## config.mk

```make
export PLATFORM = sky130hd
export DESIGN_NAME = sh_hf_recv_adaptor_n
export DESIGN_NICKNAME = d
export VERILOG_FILES = /design/src/rtl/sh_hf_pkg.sv /design/src/rtl/sh_hf_sync_fifo.sv /design/src/rtl/sh_hf_recv_adaptor_n.sv
export SDC_FILE = /design/constraint.sdc
export NUM_CORES = 1
export LEC_CHECK = 0
export CORE_UTILIZATION = 40
export CTS_BUF_LIST = sky130_fd_sc_hd__clkbuf_4
export DETAILED_ROUTE_END_ITERATION = 10
export GPL_ROUTABILITY_DRIVEN = 0
export PLACE_DENSITY_LB_ADDON = 0.1
export SYNTH_ARGS = -nofsm -noshare
export SYNTH_HDL_FRONTEND = slang
export SYNTH_SLANG_ARGS = --single-unit
```

## constraint.sdc

```tcl
create_clock -name CLK -period 5.3 [get_ports CLK]
set_clock_uncertainty 0.1 [all_clocks]
set_input_delay 1.06 -clock CLK [delete_from_list [all_inputs] [get_ports CLK]]
set_output_delay 1.06 -clock CLK [all_outputs]
set_load 0.1 [all_outputs]
```

## src/rtl/sh_hf_pkg.sv

```systemverilog
// sh_hf_pkg: shared drain-FSM state encoding and the clog2 helper.
package sh_hf_pkg;

    typedef enum logic [1:0] {
        ST_IDLE   = 2'd0,
        ST_DRAIN  = 2'd1,
        ST_NOTIFY = 2'd2
    } drain_st_e;

    function automatic int clog2(input int v);
        int r;
        r = 0;
        while ((1 << r) < v) r++;
        return r;
    endfunction

endpackage

```

## src/rtl/sh_hf_sync_fifo.sv

```systemverilog
// sh_hf_sync_fifo: single-clock FIFO with show-ahead read data.
// Ports: clk_i/rst_i (sync, active-high); push_i+data_i write; pop_i
// consumes data_o; full_o/empty_o/count_o reflect the registered fill level.
// A push while full or a pop while empty is ignored.
module sh_hf_sync_fifo
    import sh_hf_pkg::*;
#(
    parameter  int DW    = 32,
    parameter  int DEPTH = 16,
    localparam int AW    = clog2(DEPTH),
    localparam int CW    = AW + 1
) (
    input  logic          clk_i,
    input  logic          rst_i,
    input  logic          push_i,
    input  logic [DW-1:0] data_i,
    input  logic          pop_i,
    output logic [DW-1:0] data_o,
    output logic          full_o,
    output logic          empty_o,
    output logic [AW:0]   count_o
);

    logic [DW-1:0] mem_q [DEPTH];
    logic [AW-1:0] wr_q, rd_q;
    logic [AW:0]   cnt_q;
    logic          do_push, do_pop;

    assign full_o  = cnt_q == CW'(DEPTH);
    assign empty_o = cnt_q == '0;
    assign count_o = cnt_q;
    assign data_o  = mem_q[rd_q];
    assign do_push = push_i && !full_o;
    assign do_pop  = pop_i && !empty_o;

    always_ff @(posedge clk_i) begin
        if (do_push) mem_q[wr_q] <= data_i;
    end

    // Pointers wrap naturally because DEPTH is a power of two.
    always_ff @(posedge clk_i) begin
        if (rst_i) begin
            wr_q  <= '0;
            rd_q  <= '0;
            cnt_q <= '0;
        end else begin
            wr_q  <= wr_q + AW'(do_push);
            rd_q  <= rd_q + AW'(do_pop);
            cnt_q <= cnt_q + CW'(do_push) - CW'(do_pop);
        end
    end

endmodule

```

## src/rtl/sh_hf_recv_adaptor_n.sv

```systemverilog
// sh_hf_recv_adaptor_n: buffers MAC receive words and forwards them to the LSAB.
// Ports: CLK/RST (sync, active-high); DATA_FROM_ETH+WRITE_IN word input;
// NEW_PCKT_VALID/NEW_PCKT packet end + status; LSAB_TURN grants popping when
// equal to MY_TURN; DATA_OUT+WRITE registered LSAB write; IRQ_VLD/IRQ/IRQ_LEN
// per-packet completion report; OVERFLOW sticky loss flag cleared by OVF_ACK.
module sh_hf_recv_adaptor_n
    import sh_hf_pkg::*;
#(
    parameter int DW      = 32,
    parameter int DEPTH   = 16,
    parameter int TURN_W  = 2,
    parameter int MY_TURN = 0,
    parameter int LEN_W   = 12
) (
    input  logic              CLK,
    input  logic              RST,
    input  logic [TURN_W-1:0] LSAB_TURN,
    input  logic [DW-1:0]     DATA_FROM_ETH,
    input  logic              WRITE_IN,
    input  logic              NEW_PCKT,
    input  logic              NEW_PCKT_VALID,
    input  logic              OVF_ACK,
    output logic [DW-1:0]     DATA_OUT,
    output logic              WRITE,
    output logic              IRQ,
    output logic              IRQ_VLD,
    output logic [LEN_W-1:0]  IRQ_LEN,
    output logic              OVERFLOW
);

    localparam int AW = clog2(DEPTH);
    localparam int CW = AW + 1;

    logic [DW-1:0]    fifo_dout, dout_q;
    logic             fifo_full, fifo_empty;
    logic [AW:0]      fifo_cnt;
    logic             accept, drop, pop, sat, close_ok, head_pop, to_notify, ovf_set;
    logic             write_q, ovf_q, ovf_d;
    logic             pend_q, pend_d, pend_st_q, pend_st_d;
    logic [LEN_W-1:0] in_cnt_q, in_cnt_d, close_len;
    logic [LEN_W-1:0] pend_len_q, pend_len_d, drn_q, drn_d, xtra_q, xtra_d;
    logic             irq_q, irq_vld_q;
    logic [LEN_W-1:0] irq_len_q;
    drain_st_e        state_q;

    sh_hf_sync_fifo #(
        .DW    (DW),
        .DEPTH (DEPTH)
    ) u_fifo (
        .clk_i   (CLK),
        .rst_i   (RST),
        .push_i  (accept),
        .data_i  (DATA_FROM_ETH),
        .pop_i   (pop),
        .data_o  (fifo_dout),
        .full_o  (fifo_full),
        .empty_o (fifo_empty),
        .count_o (fifo_cnt)
    );

    assign accept    = WRITE_IN && !fifo_full;
    assign drop      = WRITE_IN && (fifo_cnt == CW'(DEPTH));
    assign pop       = (LSAB_TURN == TURN_W'(MY_TURN)) && !fifo_empty;
    assign sat       = &in_cnt_q;
    assign close_len = in_cnt_q + LEN_W'(accept && !sat);
    // The single descriptor slot frees up in NOTIFY, so a close landing there is kept.
    assign close_ok  = NEW_PCKT_VALID && (!pend_q || state_q == ST_NOTIFY);
    assign ovf_set   = drop || (accept && sat) || (NEW_PCKT_VALID && !close_ok);
    // Pops beyond the descriptor length belong to the following packet.
    assign head_pop  = !pend_q || (drn_q < pend_len_q);
    assign to_notify = (state_q == ST_IDLE && pend_q && pend_len_q == '0) ||
                       (state_q == ST_DRAIN && drn_q >= pend_len_q);

    always_comb begin
        in_cnt_d   = NEW_PCKT_VALID ? '0 : in_cnt_q + LEN_W'(accept && !sat);
        pend_d     = close_ok || (pend_q && state_q != ST_NOTIFY);
        pend_len_d = close_ok ? close_len : pend_len_q;
        pend_st_d  = close_ok ? NEW_PCKT : pend_st_q;
        drn_d      = (state_q == ST_NOTIFY) ? xtra_q + LEN_W'(pop) : drn_q + LEN_W'(pop && head_pop);
        xtra_d     = (state_q == ST_NOTIFY) ? '0 : xtra_q + LEN_W'(pop && !head_pop);
        ovf_d      = ovf_set || (ovf_q && !OVF_ACK);
    end

    always_ff @(posedge CLK) begin
        if (RST) begin
            dout_q     <= '0;
            write_q    <= 1'b0;
            ovf_q      <= 1'b0;
            in_cnt_q   <= '0;
            pend_q     <= 1'b0;
            pend_st_q  <= 1'b0;
            pend_len_q <= '0;
            drn_q      <= '0;
            xtra_q     <= '0;
        end else begin
            if (pop) dout_q <= fifo_dout;
            write_q    <= pop;
            ovf_q      <= ovf_d;
            in_cnt_q   <= in_cnt_d;
            pend_q     <= pend_d;
            pend_st_q  <= pend_st_d;
            pend_len_q <= pend_len_d;
            drn_q      <= drn_d;
            xtra_q     <= xtra_d;
        end
    end

    // Drain FSM; IRQ outputs are loaded on entry to NOTIFY so IRQ_VLD
    // is high for exactly the NOTIFY cycle.
    always_ff @(posedge CLK) begin
        if (RST) begin
            state_q   <= ST_IDLE;
            irq_q     <= 1'b0;
            irq_vld_q <= 1'b0;
            irq_len_q <= '0;
        end else begin
            irq_vld_q <= to_notify;
            if (to_notify) begin
                irq_q     <= pend_st_q;
                irq_len_q <= pend_len_q;
            end
            case (state_q)
                ST_IDLE:  state_q <= to_notify ? ST_NOTIFY : (pend_q ? ST_DRAIN : ST_IDLE);
                ST_DRAIN: state_q <= to_notify ? ST_NOTIFY : ST_DRAIN;
                default:  state_q <= ST_IDLE;
            endcase
        end
    end

    assign DATA_OUT = dout_q;
    assign WRITE    = write_q;
    assign IRQ      = irq_q;
    assign IRQ_VLD  = irq_vld_q;
    assign IRQ_LEN  = irq_len_q;
    assign OVERFLOW = ovf_q;

endmodule

```

Word-level counts from Yosys, hierarchy flattened
Memory sizes are Yosys's and may differ from the RTL's. A register that Yosys moved wholly into a read port is not among the register bits.
Cells that the tools add are included.
{"block": "totals", "register_bits": 81, "mem_bits_rw": 512, "in_bits": 40, "word_cells": 74, "n_memories": 1}
{"block": "op_classes", "addsub": 8, "order_cmp": 2, "n_eq_ne": 4, "mux": 7, "reduce_logical": 37}
{"memory": "u_fifo.mem_q", "words": 16, "width": 32, "rd": 1, "rd_clocked_by_memory_dff": 1, "write_ports": 1, "line_no": "sh_hf_sync_fifo.sv:24", "text": "logic [DW-1:0] mem_q [DEPTH];"}
{"operator": "$add 12x1->12", "count": 4}
{"operator": "$logic_and 1x1->1", "count": 16}
{"operator": "$ge 12x12->1", "count": 1}
{"operator": "$logic_not 12->1", "count": 1}
{"operator": "$lt 12x12->1", "count": 1}
{"operator": "$mux 12", "count": 1}
{"operator": "$reduce_and 12->1", "count": 1}
{"operator": "$add 4x1->4", "count": 2}
{"operator": "$logic_not 1->1", "count": 7}
{"operator": "$logic_or 1x1->1", "count": 7}
{"operator": "$add 5x1->5", "count": 1}
{"operator": "$eq 5x5->1 const B", "count": 1}
{"operator": "$logic_not 5->1", "count": 1}
{"operator": "$sub 5x1->5", "count": 1}
{"operator": "$logic_not 2->1", "count": 2}
{"operator": "$mux 2", "count": 2}
{"operator": "$pmux 2 s2", "count": 1}
{"operator": "$reduce_or 2->1", "count": 2}
{"operator": "$mux 1", "count": 3}
{"operator": "$eq 2x1->1 const B", "count": 1}
{"operator": "$eq 2x2->1 const B", "count": 1}
{"operator": "$ne 2x2->1 const B", "count": 1}

Logic depth before layout (Yosys ltp)
{"block": "depth", "word_depth": 7, "mapped_depth": 14, "ltp_nobuf": 14}

Modules after synthesis
From an unflattened synthesis, not the netlist that was laid out.
{"block": "unflattened", "hier_cells": 1531, "hier_area_um2": 24786.3}
{"mod": "sh_hf_sync_fifo", "instances": 1, "cells_per_inst": 1010, "area_per_inst_um2": 20300.7, "seq_area_each_um2": 15635.0}
{"mod": "sh_hf_recv_adaptor_n", "instances": 1, "cells_per_inst": 521, "area_per_inst_um2": 4485.6, "seq_area_each_um2": 2001.9}

Worst setup path before layout
OpenSTA, ideal clock, no wires.
{"block": "synth_timing", "path_kind": "in2reg", "from": "in WRITE_IN", "to": "mem u_fifo.mem_q[0][0] (enable)", "arrival_time_ps": 4106, "required_ps": 4739, "path_slack_ps": 633, "stages": 4, "path_buffers": 0, "cell_sequence": "inv_1 > a21oi_1 > or3b_2 > nor3_1"}
{"block": "synth_via", "elab_chain_cells": 4}
{"item": "from (decl)", "line_no": "sh_hf_recv_adaptor_n.sv:19", "text": "input logic WRITE_IN,"}
{"item": "$logic_and 1x1->1", "line_no": "sh_hf_recv_adaptor_n.sv:61", "text": "assign accept = WRITE_IN && !fifo_full;"}
{"item": "$logic_and 1x1->1", "line_no": "sh_hf_sync_fifo.sv:33", "text": "assign do_push = push_i && !full_o;"}
{"item": "$mux 1", "line_no": "sh_hf_sync_fifo.sv:37", "text": "if (do_push) mem_q[wr_q] <= data_i;"}
{"item": "$mux 1 (not written as such)", "line_no": "sh_hf_sync_fifo.sv:37"}
{"item": "to (decl)", "line_no": "sh_hf_sync_fifo.sv:24"}
No other way between the ends.

Worst setup path in the final report
{"block": "layout_timing", "from": "reg dout_q[3], in the netlist DATA_OUT[3], read port of u_fifo.mem_q", "to": "out DATA_OUT[3]"}
{"item": "from (decl)", "line_no": "sh_hf_recv_adaptor_n.sv:34", "text": "logic [DW-1:0] fifo_dout, dout_q;"}
{"item": "to (decl)", "line_no": "sh_hf_recv_adaptor_n.sv:23", "text": "output logic [DW-1:0] DATA_OUT,"}
No word-level cell between the ends.

==> results.cfg <==
[status]
status = completed

[global_routing]
grt_pass1_vias = 13300
grt_util_all_layers = 0.180
grt_pass1_wl_mm = 82.3
antenna_found_initial = 2
grt-ovfl-total = 0
grt_max_degree = 72

[worst_hold_path]
hold_path_depth = 2
hp-class = register to register
worstHoldStart = pend_st_q$_SDFFE_PP0P_
holdPathEnd = IRQ$_SDFFE_PP0P_

[yosys]
synthTopCellsByArea = edfxtp_1, mux4_1, dfxtp_1
avgSynthCellArea_sq_um = 19.6
ys_ff_latch = 625
ys_types = 48
synth-seq-area-share = 0.716
synthCells = 1260
ys.warnings.count = 0
syn-num-nets = 1331
synth_edf_count = 512
synthArstFlopShare = 0
yosys_most_used_dff = edfxtp_1
synth_area_sq_um = 24600
yosysTopAreaCell = edfxtp_1
synth_top_area_share = 0.624

[place]
port_buffers = 87
place_hpwl_mm = 31.9
placed_cell_area_sq_um = 26500
place_ws_ns = 1.55

[clock_network]
cts_made_buffers = 164
clock-sinks = 625
clkLatencyLatePin_ns = 0.96
post_cts_resized = 0
cts-hold-fix-buffers = 0
cts_tree = built
clockRootBuffer = clkbuf_4
cts.path.max_buffers = 3
clkTransAtPathRegs_ns = 0.06
cts_setup_buffers = 0
htreeDepth = 4

[setup_path]
crit_family = buffers and inverters
reg2reg_to = xtra_q[10]$_SDFF_PP0_
worst_path_max_delay_cell = clkdlybuf4s50_1
required_ns = 4.14
crit_chain = clkdlybuf4s50_1
r2r_slack_ns = 1.98
ff2ff_path_depth = 12
r2r-start = pend_len_q[8]$_SDFFE_PP0P_
crit_type = register to output pin
endpoint_kind = output pin
cp-start-kind = register
crit_arrival_ns = 2.50
cpPeakStageDelay_ns = 1.16
path_max_fanout = 2
critPathBufInv = 1

[floorplan]
fp-row-count = 90
die_h_microns = 250
start_util = 0.407
die-area_sq_um = 62600
core_area_sq_um = 60600
die_w_microns = 250
design.portCount = 88

[pwr]
p_leak_uw = 0.00938
vdd_drop_max_uv = 238
pwr_density_cell_nw_per_um2 = 401

[sta]
slew_headroom = 0.161
min_period_ns = 3.66
setup_viol = 0
finalCritPeriodShare = 0.691
tightest_slew_ns = 1.26
tns_ns = 0
max_freq_ghz = 0.273
rsz0062_at_grt = false
whs_ns = 0.376
maxSlewViolCount = 0
fin_ws_ns = 1.64
hold_viol = 0

[detailed_routing]
wire_per_inst_microns = 22.9
route.vias.total = 12500
first_iter_violations = 742
via_per_inst = 5.24
first_pass_iters = 4
ant_nets = 0
post-route-drc-count = 0
finalWirelength_mm = 54.6

[job]
cap_violations = 0

[cells_and_area]
final_core_util = 0.471
final-seq-area_sq_um = 17600
syn_to_final_growth_pct = 15.8
drive_gt1_frac = 0.241
post-route-cell-area_sq_um = 28600
multi_input_area_sq_um = 6620
num-fill-cells = 5247
nets = 1552
Yosys cell counts, drive strengths merged, types with 2 or more instances:
library cell / n
a211oi: 22
a21boi: 2
a21oi: 18
a22o: 32
and2: 3
and3: 5
and4: 2
buf: 25
clkbuf: 43
dfxtp: 113
edfxtp: 512
ha: 30
inv: 29
mux2i: 4
mux4: 160
nand2: 20
nand2b: 20
nand3: 17
nand3b: 2
nand4: 12
nor2: 77
nor2b: 6
nor3: 10
nor3b: 2
nor4: 4
o21a: 2
o21ai: 6
o31ai: 10
or2: 4
or3: 6
or4: 10
xnor2: 20
xor2: 24
per-stage QoR:
stage	power, uW	instances
after floorplan	7070	1260
after global placement	7600	2097
after detailed placement	7610	2097
after CTS	11700	2378
after global routing	12000	2385
final	11400	2385
power breakdown:
| part | internal (uW) | leakage, uW | total (uW) | switching [uW] |
|---|---|---|---|---|
| registers | 5530 | 0.00554 | 5680 | 153 |
| clock network | 2090 | 0.00119 | 3990 | 1900 |
| logic | 730 | 0.00265 | 1780 | 1050 |
| total | 8350 | 0.00938 | 11400 | 3100 |
worst max path at each step:
| stage | startpoint | end | slack, ns | depth (start not counted) |
|---|---|---|---|---|
| detailed placement | WRITE_IN | u_fifo.mem_q[12][22]$_DFFE_PP_ | 1.55 | 7 |
| global route | DATA_OUT[5]$_SDFFE_PP0N_ | DATA_OUT[5] | 1.50 | 1 |
| floorplan | WRITE_IN | u_fifo.mem_q[0][0]$_DFFE_PP_ | 0.63 | 4 |
| CTS | DATA_OUT[3]$_SDFFE_PP0N_ | DATA_OUT[3] | 1.51 | 1 |
| global placement | WRITE_IN | u_fifo.mem_q[4][11]$_DFFE_PP_ | 1.53 | 7 |
| finish | DATA_OUT[3]$_SDFFE_PP0N_ | DATA_OUT[3] | 1.64 | 1 |
layout by cell type (no fill, tap or decap), drive strengths merged, types with 20 or more instances in the layout:
cell	count
edfxtp	512
clkbuf	244
mux4	160
dfxtp	113
clkdlybuf4s50	86
nor2	77
buf	37
a22o	32
inv	31
clkinv	31
ha	30
xor2	24
a211oi	22
nand2	20
nand2b	20
xnor2	20
area by class of cell:
cell class / count / area share
well taps: 782 / 0.0343
repair buffers: 123 / 0.0415
diodes: 7 / 0.000614
inverters: 29 / 0.00381
flip-flops and latches: 625 / 0.618
clock inverters: 37 / 0.00557
clock buffers: 244 / 0.0642
multi-input cells: 538 / 0.232
cells by family (layout without fill, tap and decap cells):
logic type	count (synthesis)	count (layout)	synth area share
flip-flops	625	625	0.716
AND/OR/NAND/NOR	202	202	0.0412
multiplexers	164	164	0.162
AO/OA/AOI/OAI	97	97	0.0291
buffers and inverters	97	433	0.0205
XOR/XNOR	44	44	0.0156
adder cells (fa/ha/maj)	31	31	0.0160
other	0	7	0
metal layers:
metal	wire length [microns]	GRT usage	vias to the layer above
li1	-	-	5742
met1	24500	0.240	6438
met2	26700	0.283	238
met3	2370	0.0442	70
met4	983	0.0720	0
met5	0	0	-
sequential cells by signal, summed over array words and instances, names as in the netlist:
register        flops
u_fifo.wr_q         4
IRQ_LEN            12
WRITE               1
state_q             2
OVERFLOW            1
pend_st_q           1
u_fifo.rd_q         4
drn_q              12
DATA_OUT           32
pend_len_q         12
in_cnt_q           12
IRQ                 1
IRQ_VLD             1
pend_q              1
u_fifo.count_o      5
xtra_q             12
u_fifo.mem_q      512
No activity file was read; power rests on OpenSTA's default activity.
